==> src/rtl/control_sequencer_if.sv <==
// Bundle between the hardwired control sequencer and the datapath it steers.
// The master side (the sequencer) drives every control strobe and reads IR
// and the memory handshake back; the slave side is the datapath.
// Optional build macro: SINGLE_STEP_EN adds the 'step' input.
interface control_sequencer_if #(
    parameter int IR_W = 32
);
    logic [IR_W-1:0] ir;
    logic            mem_ack;
`ifdef SINGLE_STEP_EN
    logic            step;
`endif

    logic PCout, Zlowout, Zhighout, MDRout, Cout, BAout, HIout, LOout, Rout;
    logic MARIn, PCIn, MDRIn, IRIn, YIn, ZIn, HiIn, LoIn, RIn, IncPC;
    logic Gra, Grb, Grc;
    logic read, write;
    logic add, subtract, andSignal, orSignal, multiply, divide;
    logic run;
    logic [3:0] tstate;

    modport master (
`ifdef SINGLE_STEP_EN
        input  step,
`endif
        input  ir, mem_ack,
        output PCout, Zlowout, Zhighout, MDRout, Cout, BAout, HIout, LOout, Rout,
        output MARIn, PCIn, MDRIn, IRIn, YIn, ZIn, HiIn, LoIn, RIn, IncPC,
        output Gra, Grb, Grc, read, write,
        output add, subtract, andSignal, orSignal, multiply, divide,
        output run, tstate
    );

    modport slave (
`ifdef SINGLE_STEP_EN
        output step,
`endif
        output ir, mem_ack,
        input  PCout, Zlowout, Zhighout, MDRout, Cout, BAout, HIout, LOout, Rout,
        input  MARIn, PCIn, MDRIn, IRIn, YIn, ZIn, HiIn, LoIn, RIn, IncPC,
        input  Gra, Grb, Grc, read, write,
        input  add, subtract, andSignal, orSignal, multiply, divide,
        input  run, tstate
    );
endinterface

==> src/rtl/control_sequencer.sv <==
// Hardwired Moore control sequencer: one T-state per clock, fetch (T0-T2),
// opcode decode in T3, then the execute T-states of the instruction class.
// All strobes are registered: the output flops load the decode of the
// next state, so each strobe is glitch-free and high for its whole state.
// Optional build macro: SINGLE_STEP_EN -- instructions end in IDLE and the
// sequencer waits there for 'step' before fetching again.
module control_sequencer #(
    parameter int IR_W    = 32,
    parameter int OPC_MSB = 31
) (
    input  logic               clk,
    input  logic               clr,
    control_sequencer_if.master bus
);

    typedef enum logic [3:0] {
        IDLE = 4'd0,
        T0   = 4'd1,
        T1   = 4'd2,
        T2   = 4'd3,
        T3   = 4'd4,
        T4   = 4'd5,
        T5   = 4'd6,
        T6   = 4'd7,
        T7   = 4'd8,
        HALT = 4'd15
    } state_t;

    typedef enum logic [3:0] {
        C_ALU, C_MULDIV, C_LDI, C_LD, C_ST, C_MFHI, C_MFLO, C_NOP, C_HALT
    } class_t;

    typedef struct packed {
        logic run;
        logic PCout, Zlowout, Zhighout, MDRout, Cout, BAout, HIout, LOout, Rout;
        logic MARIn, PCIn, MDRIn, IRIn, YIn, ZIn, HiIn, LoIn, RIn, IncPC;
        logic Gra, Grb, Grc, read, write;
        logic add, subtract, andSignal, orSignal, multiply, divide;
    } strobe_t;

    state_t     state_q, state_d;
    logic [4:0] opc_q, opc_d;
    strobe_t    out_q;

    // Unlisted encodings fall into the nop class.
    function automatic class_t classify(input logic [4:0] opc);
        case (opc)
            5'b00000:                               return C_LD;
            5'b00001:                               return C_LDI;
            5'b00010:                               return C_ST;
            5'b00011, 5'b00100, 5'b00101, 5'b00110: return C_ALU;
            5'b01110, 5'b01111:                     return C_MULDIV;
            5'b10111:                               return C_MFHI;
            5'b11000:                               return C_MFLO;
            5'b11011:                               return C_HALT;
            default:                                return C_NOP;
        endcase
    endfunction

    // Strobe set for one state; opc only matters from T3 on.
    function automatic strobe_t decodeOut(input state_t s, input logic [4:0] opc);
        strobe_t o;
        class_t  cls;
        o   = '0;
        cls = classify(opc);
        o.run = (s != IDLE) && (s != HALT);
        case (s)
            T0: begin o.PCout = 1'b1; o.MARIn = 1'b1; o.IncPC = 1'b1; o.ZIn = 1'b1; end
            T1: begin o.Zlowout = 1'b1; o.PCIn = 1'b1; o.read = 1'b1; o.MDRIn = 1'b1; end
            T2: begin o.MDRout = 1'b1; o.IRIn = 1'b1; end
            T3: begin
                case (cls)
                    C_ALU:              begin o.Grb = 1'b1; o.Rout = 1'b1; o.YIn = 1'b1; end
                    C_MULDIV:           begin o.Gra = 1'b1; o.Rout = 1'b1; o.YIn = 1'b1; end
                    C_LDI, C_LD, C_ST:  begin o.Grb = 1'b1; o.BAout = 1'b1; o.YIn = 1'b1; end
                    C_MFHI:             begin o.HIout = 1'b1; o.Gra = 1'b1; o.RIn = 1'b1; end
                    C_MFLO:             begin o.LOout = 1'b1; o.Gra = 1'b1; o.RIn = 1'b1; end
                    default:            ;
                endcase
            end
            T4: begin
                o.ZIn = 1'b1;
                case (cls)
                    C_ALU: begin
                        o.Grc  = 1'b1;
                        o.Rout = 1'b1;
                        case (opc)
                            5'b00011: o.add       = 1'b1;
                            5'b00100: o.subtract  = 1'b1;
                            5'b00101: o.andSignal = 1'b1;
                            default:  o.orSignal  = 1'b1;
                        endcase
                    end
                    C_MULDIV: begin
                        o.Grb  = 1'b1;
                        o.Rout = 1'b1;
                        if (opc == 5'b01110) o.multiply = 1'b1;
                        else                 o.divide   = 1'b1;
                    end
                    default: begin o.Cout = 1'b1; o.add = 1'b1; end
                endcase
            end
            T5: begin
                o.Zlowout = 1'b1;
                case (cls)
                    C_MULDIV:    o.LoIn  = 1'b1;
                    C_LD, C_ST:  o.MARIn = 1'b1;
                    default:     begin o.Gra = 1'b1; o.RIn = 1'b1; end
                endcase
            end
            T6: begin
                case (cls)
                    C_MULDIV: begin o.Zhighout = 1'b1; o.HiIn = 1'b1; end
                    C_LD:     begin o.read = 1'b1; o.MDRIn = 1'b1; end
                    default:  begin o.Gra = 1'b1; o.Rout = 1'b1; o.MDRIn = 1'b1; end
                endcase
            end
            T7: begin
                if (cls == C_LD) begin
                    o.MDRout = 1'b1; o.Gra = 1'b1; o.RIn = 1'b1;
                end else begin
                    o.write = 1'b1;
                end
            end
            default: ;
        endcase
        return o;
    endfunction

    // Next T-state and opcode latch; the opcode is captured on the edge leaving T2.
    always_comb begin
        state_t doneState;
        class_t cls;
`ifdef SINGLE_STEP_EN
        doneState = IDLE;
`else
        doneState = T0;
`endif
        cls     = classify(opc_q);
        state_d = state_q;
        opc_d   = opc_q;
        case (state_q)
            IDLE: begin
`ifdef SINGLE_STEP_EN
                if (bus.step) state_d = T0;
`else
                state_d = T0;
`endif
            end
            T0: state_d = T1;
            T1: if (bus.mem_ack) state_d = T2;
            T2: begin
                state_d = T3;
                opc_d   = bus.ir[OPC_MSB -: 5];
            end
            T3: begin
                case (cls)
                    C_ALU, C_MULDIV, C_LDI, C_LD, C_ST: state_d = T4;
                    C_HALT:                             state_d = HALT;
                    default:                            state_d = doneState;
                endcase
            end
            T4: state_d = T5;
            T5: state_d = (cls == C_ALU || cls == C_LDI) ? doneState : T6;
            T6: begin
                case (cls)
                    C_LD:    if (bus.mem_ack) state_d = T7;
                    C_ST:    state_d = T7;
                    default: state_d = doneState;
                endcase
            end
            T7: begin
                if (cls == C_LD || bus.mem_ack) state_d = doneState;
            end
            HALT:    state_d = HALT;
            default: state_d = IDLE;
        endcase
    end

    // State, opcode and registered strobes; clr aborts to IDLE with everything low.
    always_ff @(posedge clk) begin
        if (clr) begin
            state_q <= IDLE;
            opc_q   <= '0;
            out_q   <= '0;
        end else begin
            state_q <= state_d;
            opc_q   <= opc_d;
            out_q   <= decodeOut(state_d, opc_d);
        end
    end

    assign bus.run       = out_q.run;
    assign bus.PCout     = out_q.PCout;
    assign bus.Zlowout   = out_q.Zlowout;
    assign bus.Zhighout  = out_q.Zhighout;
    assign bus.MDRout    = out_q.MDRout;
    assign bus.Cout      = out_q.Cout;
    assign bus.BAout     = out_q.BAout;
    assign bus.HIout     = out_q.HIout;
    assign bus.LOout     = out_q.LOout;
    assign bus.Rout      = out_q.Rout;
    assign bus.MARIn     = out_q.MARIn;
    assign bus.PCIn      = out_q.PCIn;
    assign bus.MDRIn     = out_q.MDRIn;
    assign bus.IRIn      = out_q.IRIn;
    assign bus.YIn       = out_q.YIn;
    assign bus.ZIn       = out_q.ZIn;
    assign bus.HiIn      = out_q.HiIn;
    assign bus.LoIn      = out_q.LoIn;
    assign bus.RIn       = out_q.RIn;
    assign bus.IncPC     = out_q.IncPC;
    assign bus.Gra       = out_q.Gra;
    assign bus.Grb       = out_q.Grb;
    assign bus.Grc       = out_q.Grc;
    assign bus.read      = out_q.read;
    assign bus.write     = out_q.write;
    assign bus.add       = out_q.add;
    assign bus.subtract  = out_q.subtract;
    assign bus.andSignal = out_q.andSignal;
    assign bus.orSignal  = out_q.orSignal;
    assign bus.multiply  = out_q.multiply;
    assign bus.divide    = out_q.divide;
    assign bus.tstate    = state_q;

endmodule

==> src/flat_wrapper.sv <==
// flat-port wrapper written by rule: the top's interface ports become plain ports
module control_sequencer_flat 
#(
    parameter int IR_W    = 32,
    parameter int OPC_MSB = 31
)
  (clk, clr, bus_ir, bus_mem_ack, bus_PCout, bus_Zlowout, bus_Zhighout, bus_MDRout, bus_Cout, bus_BAout, bus_HIout, bus_LOout, bus_Rout, bus_MARIn, bus_PCIn, bus_MDRIn, bus_IRIn, bus_YIn, bus_ZIn, bus_HiIn, bus_LoIn, bus_RIn, bus_IncPC, bus_Gra, bus_Grb, bus_Grc, bus_read, bus_write, bus_add, bus_subtract, bus_andSignal, bus_orSignal, bus_multiply, bus_divide, bus_run, bus_tstate);
  control_sequencer_if #(.IR_W(IR_W)) bus_i ();
  input  logic clk;
  input  logic clr;
  input wire logic [$bits(bus_i.ir)-1:0] bus_ir;
  input wire logic [$bits(bus_i.mem_ack)-1:0] bus_mem_ack;
  output wire logic [$bits(bus_i.PCout)-1:0] bus_PCout;
  output wire logic [$bits(bus_i.Zlowout)-1:0] bus_Zlowout;
  output wire logic [$bits(bus_i.Zhighout)-1:0] bus_Zhighout;
  output wire logic [$bits(bus_i.MDRout)-1:0] bus_MDRout;
  output wire logic [$bits(bus_i.Cout)-1:0] bus_Cout;
  output wire logic [$bits(bus_i.BAout)-1:0] bus_BAout;
  output wire logic [$bits(bus_i.HIout)-1:0] bus_HIout;
  output wire logic [$bits(bus_i.LOout)-1:0] bus_LOout;
  output wire logic [$bits(bus_i.Rout)-1:0] bus_Rout;
  output wire logic [$bits(bus_i.MARIn)-1:0] bus_MARIn;
  output wire logic [$bits(bus_i.PCIn)-1:0] bus_PCIn;
  output wire logic [$bits(bus_i.MDRIn)-1:0] bus_MDRIn;
  output wire logic [$bits(bus_i.IRIn)-1:0] bus_IRIn;
  output wire logic [$bits(bus_i.YIn)-1:0] bus_YIn;
  output wire logic [$bits(bus_i.ZIn)-1:0] bus_ZIn;
  output wire logic [$bits(bus_i.HiIn)-1:0] bus_HiIn;
  output wire logic [$bits(bus_i.LoIn)-1:0] bus_LoIn;
  output wire logic [$bits(bus_i.RIn)-1:0] bus_RIn;
  output wire logic [$bits(bus_i.IncPC)-1:0] bus_IncPC;
  output wire logic [$bits(bus_i.Gra)-1:0] bus_Gra;
  output wire logic [$bits(bus_i.Grb)-1:0] bus_Grb;
  output wire logic [$bits(bus_i.Grc)-1:0] bus_Grc;
  output wire logic [$bits(bus_i.read)-1:0] bus_read;
  output wire logic [$bits(bus_i.write)-1:0] bus_write;
  output wire logic [$bits(bus_i.add)-1:0] bus_add;
  output wire logic [$bits(bus_i.subtract)-1:0] bus_subtract;
  output wire logic [$bits(bus_i.andSignal)-1:0] bus_andSignal;
  output wire logic [$bits(bus_i.orSignal)-1:0] bus_orSignal;
  output wire logic [$bits(bus_i.multiply)-1:0] bus_multiply;
  output wire logic [$bits(bus_i.divide)-1:0] bus_divide;
  output wire logic [$bits(bus_i.run)-1:0] bus_run;
  output wire logic [$bits(bus_i.tstate)-1:0] bus_tstate;
  assign bus_i.ir = bus_ir;
  assign bus_i.mem_ack = bus_mem_ack;
  assign bus_PCout = bus_i.PCout;
  assign bus_Zlowout = bus_i.Zlowout;
  assign bus_Zhighout = bus_i.Zhighout;
  assign bus_MDRout = bus_i.MDRout;
  assign bus_Cout = bus_i.Cout;
  assign bus_BAout = bus_i.BAout;
  assign bus_HIout = bus_i.HIout;
  assign bus_LOout = bus_i.LOout;
  assign bus_Rout = bus_i.Rout;
  assign bus_MARIn = bus_i.MARIn;
  assign bus_PCIn = bus_i.PCIn;
  assign bus_MDRIn = bus_i.MDRIn;
  assign bus_IRIn = bus_i.IRIn;
  assign bus_YIn = bus_i.YIn;
  assign bus_ZIn = bus_i.ZIn;
  assign bus_HiIn = bus_i.HiIn;
  assign bus_LoIn = bus_i.LoIn;
  assign bus_RIn = bus_i.RIn;
  assign bus_IncPC = bus_i.IncPC;
  assign bus_Gra = bus_i.Gra;
  assign bus_Grb = bus_i.Grb;
  assign bus_Grc = bus_i.Grc;
  assign bus_read = bus_i.read;
  assign bus_write = bus_i.write;
  assign bus_add = bus_i.add;
  assign bus_subtract = bus_i.subtract;
  assign bus_andSignal = bus_i.andSignal;
  assign bus_orSignal = bus_i.orSignal;
  assign bus_multiply = bus_i.multiply;
  assign bus_divide = bus_i.divide;
  assign bus_run = bus_i.run;
  assign bus_tstate = bus_i.tstate;
  control_sequencer #(.IR_W(IR_W), .OPC_MSB(OPC_MSB)) u_core (.clk(clk), .clr(clr), .bus(bus_i));
endmodule
==> config.mk <==
export PLATFORM = sky130hd
export DESIGN_NAME = control_sequencer_flat
export DESIGN_NICKNAME = d
export VERILOG_FILES = /design/src/rtl/control_sequencer_if.sv /design/src/rtl/control_sequencer.sv /design/src/flat_wrapper.sv
export SDC_FILE = /design/constraint.sdc
export NUM_CORES = 1
export LEC_CHECK = 0
export BUFFER_PORTS_ARGS = -buffer_cell sky130_fd_sc_hd__buf_2
export CORE_MARGIN = 2
export CORE_UTILIZATION = 58
export CTS_BUF_LIST = sky130_fd_sc_hd__clkbuf_2
export DETAILED_ROUTE_END_ITERATION = 8
export PLACE_DENSITY = 0.88
export SLEW_MARGIN = 20
export SYNTH_ARGS = -nofsm -noshare
export SYNTH_HDL_FRONTEND = slang
export SYNTH_SLANG_ARGS = --single-unit
==> constraint.sdc <==
create_clock -name clk -period 5.33 [get_ports clk]
set_clock_uncertainty 0.05 [all_clocks]
set_input_delay 1.066 -clock clk [delete_from_list [all_inputs] [get_ports clk]]
set_output_delay 1.066 -clock clk [all_outputs]
set_load 0.05 [all_outputs]
==> impl_metrics.ini <==
[status]
outcome = complete, no violations

[setup_path]
cp_max_fo = 18
cpMostUsedCell = mux2i_1
startpoint = u_core.bus.tstate[3]
cp.arrival_ns = 4.28
reg2reg_depth = 12
worst_setup_path_start_kind = flop
endpoint = u_core.bus.divide
worstSetupEndpointType = flop
cp_cell_sequence = nand4bb_1 -> buf_4 -> mux2i_1 -> inv_1 -> ha_1 -> nand2_1 -> mux2i_1 -> a211o_1 -> a211oi_2 -> o21ai_0 -> or2_1 -> a31oi_1
cp_slowest_cell = dfxtp_1
max_stage_delay_ns = 0.70
rrSetupSlack_ns = 1.37
required_ns = 5.64
r2r_end = u_core.bus.divide
reg2reg_from = u_core.bus.tstate[3]
critPathKind = reg -> reg

[routing]
dr.pass1.iters = 4
routed_wl_um = 5110
ant_nets = 0
drt_iter0_markers = 178
wl_per_cell_um = 14.5
drcViolationCount = 0
vias = 2123
avgViaCountPerCell = 6.01

[power_and_ir_drop]
power_density_nw_per_um2 = 286
p_sw_uw = 301
p_leak_nw = 1.22
p_clk_frac = 0.185
p_total_uw = 753
pwr-share-comb = 0.337
power_frac_seq = 0.477
swShare = 0.400
internal_power_uw = 452
vdd.ir_drop.worst_uv = 149

[floorplan]
core_um2 = 4000
initial_core_util = 0.601
fp.dieH_um = 68.4
dieArea_um2 = 4670
io_pins = 70
fp.dieW_um = 68.4
rows = 23

[synth]
yosysWarnings = 0
synth_area_leaders = dfxtp_1 (35%), ha_1 (4.7%), mux2i_1 (4.6%)
syn-num-nets = 314
synth-seq-cells = 42
ys_async_sr_fraction = 0
yosysUniqueCellTypes = 68
yosysTopAreaCell = dfxtp_1
netlist_instances = 270
synth_seq_area_share = 0.350
synth-edff-count = 0
syn_area_per_cell_um2 = 8.90
synth.top_cells.by_count = dfxtp_1 (42), nor2_1 (24), nand2_1 (18)
synth_most_common_cell = dfxtp_1
ys.flop_type = dfxtp_1
syn_area_um2 = 2400
synth_top_area_share = 0.350

[timing]
maxSlewHeadroom = 0.449
finalSetupViolations = 0
timing.setup.tns_ns = 0
final-max-slew-violation-count = 0
hold_ws_ns = 0.607
final_hold_viol_count = 0
max_freq_mhz = 252
finalCritPeriodShare = 0.744
rsz0062_at_grt = no
tightest_slew_ns = 0.804
final.min_clock_period_ns = 3.96

[final_layout]
fin_util = 0.659
final_nets = 346
top_register = u_core.opc_q
drive_gt1_frac = 0.224
syn2layout_area_growth_pct = 9.69
largest_reg_flops = 5
fin_area_um2 = 2640
diodes = 0
nFillCells = 340

[global_routing]
grt_pass1_wl_um = 8330
grt_use_total = 0.235
grt-ovfl-total = 0
antenna_found_initial = 0
grt_pass1_vias = 1847
grt_max_degree = 25

[job]
drv_cap = 0

[placement]
place.gp.congestion = 0.884
place_area_um2 = 2590
dp_hpwl_um = 3730
portBuffers = 42

[clock_network]
htree_levels = 2
clk_latency_ns = 0.42
cts_setup_buffers = 0
clock_sinks = 42
cts_buffers = 5
clockBufferDepth = 2
clkSlewWorstSetupHoldPaths_ns = 0.20
cts_resized = 0
cts_tree = built
holdBufCountCts = 0
cts_root_buf = clkbuf_2

[min_path]
hold_path.class = reg -> reg
==> through the flow <==
stage,std cells,setup WS [ns]
after floorplan,270,1.69
after global placement,345,1.49
after detailed placement,345,1.47
after CTS,353,1.41
after global routing,353,0.976
final,353,1.37
==> kinds of logic (layout without fill, tap and decap cells) <==
logic type | Yosys count | in the layout | synth area share
mux | 12 | 12 | 0.0516
buf+inv | 29 | 62 | 0.0552
flops | 42 | 42 | 0.350
fa+ha+maj | 9 | 9 | 0.0469
xor+xnor | 4 | 4 | 0.0146
simple gates | 113 | 113 | 0.290
compound gates | 61 | 61 | 0.192
==> layout make-up <==
cell class                 instances  area, um2  area share
tap                               50       62.6      0.0237
inverter                          11       41.3      0.0157
timing repair buffer              43        218      0.0826
sequential                        42        841       0.319
clock buffer                       6       30.0      0.0114
multi-input combinational        199       1430       0.542
clock inverter                     2       13.8     0.00522
==> power by group through the flow <==
stage	sequential, mW	combinational (mW)	clock [mW]
4_1_cts	0.359	0.253	0.142
5_1_grt	0.364	0.275	0.154
6_report	0.360	0.254	0.140
2_1_floorplan	0.414	0.156	0
3_3_place_gp	0.364	0.247	0
3_5_place_dp	0.366	0.252	0
==> critical path: cells and delay by family, from the launching register on <==
family                   cells  cell delay, ns
flip-flops                   1            0.70
buffers and inverters        2            0.44
multiplexers                 2            0.59
AND/OR/NAND/NOR              3            0.63
AO/OA/AOI/OAI                4            1.18
adder cells (fa/ha/maj)      1            0.32
==> how the worst min path moves through the flow <==
stage | cells after the start | startpoint | slack [ns] | end
2_1_floorplan | 2 | u_core.opc_q[0] | 0.48 | u_core.opc_q[0]
3_3_place_gp | 2 | u_core.opc_q[0] | 0.54 | u_core.opc_q[0]
3_5_place_dp | 2 | u_core.opc_q[0] | 0.56 | u_core.opc_q[0]
4_1_cts | 2 | u_core.opc_q[0] | 0.61 | u_core.opc_q[0]
5_1_grt | 2 | u_core.opc_q[0] | 0.65 | u_core.opc_q[0]
6_report | 2 | u_core.opc_q[0] | 0.61 | u_core.opc_q[0]
==> metal layers <==
metal	GRT usage	wire, um
met2	0.380	2410
met3	0.0576	414
met5	0	0
met1	0.305	2200
met4	0.0775	85
==> placed cells by master (no fill, tap or decap), types with 4 or more instances in the layout <==
cell,n
ha_1,9
a21o_1,4
nand3b_1,8
o21ai_0,6
nand2_1,18
nor3_1,7
nor3b_1,4
inv_1,11
dfxtp_1,42
and2_1,5
mux2i_1,11
a21oi_1,13
a31oi_1,6
nor2_1,24
and3_1,6
clkbuf_2,6
buf_2,42
nand2b_1,6
nand3_1,6
a211oi_1,4
(Power assumes the default switching activity.)
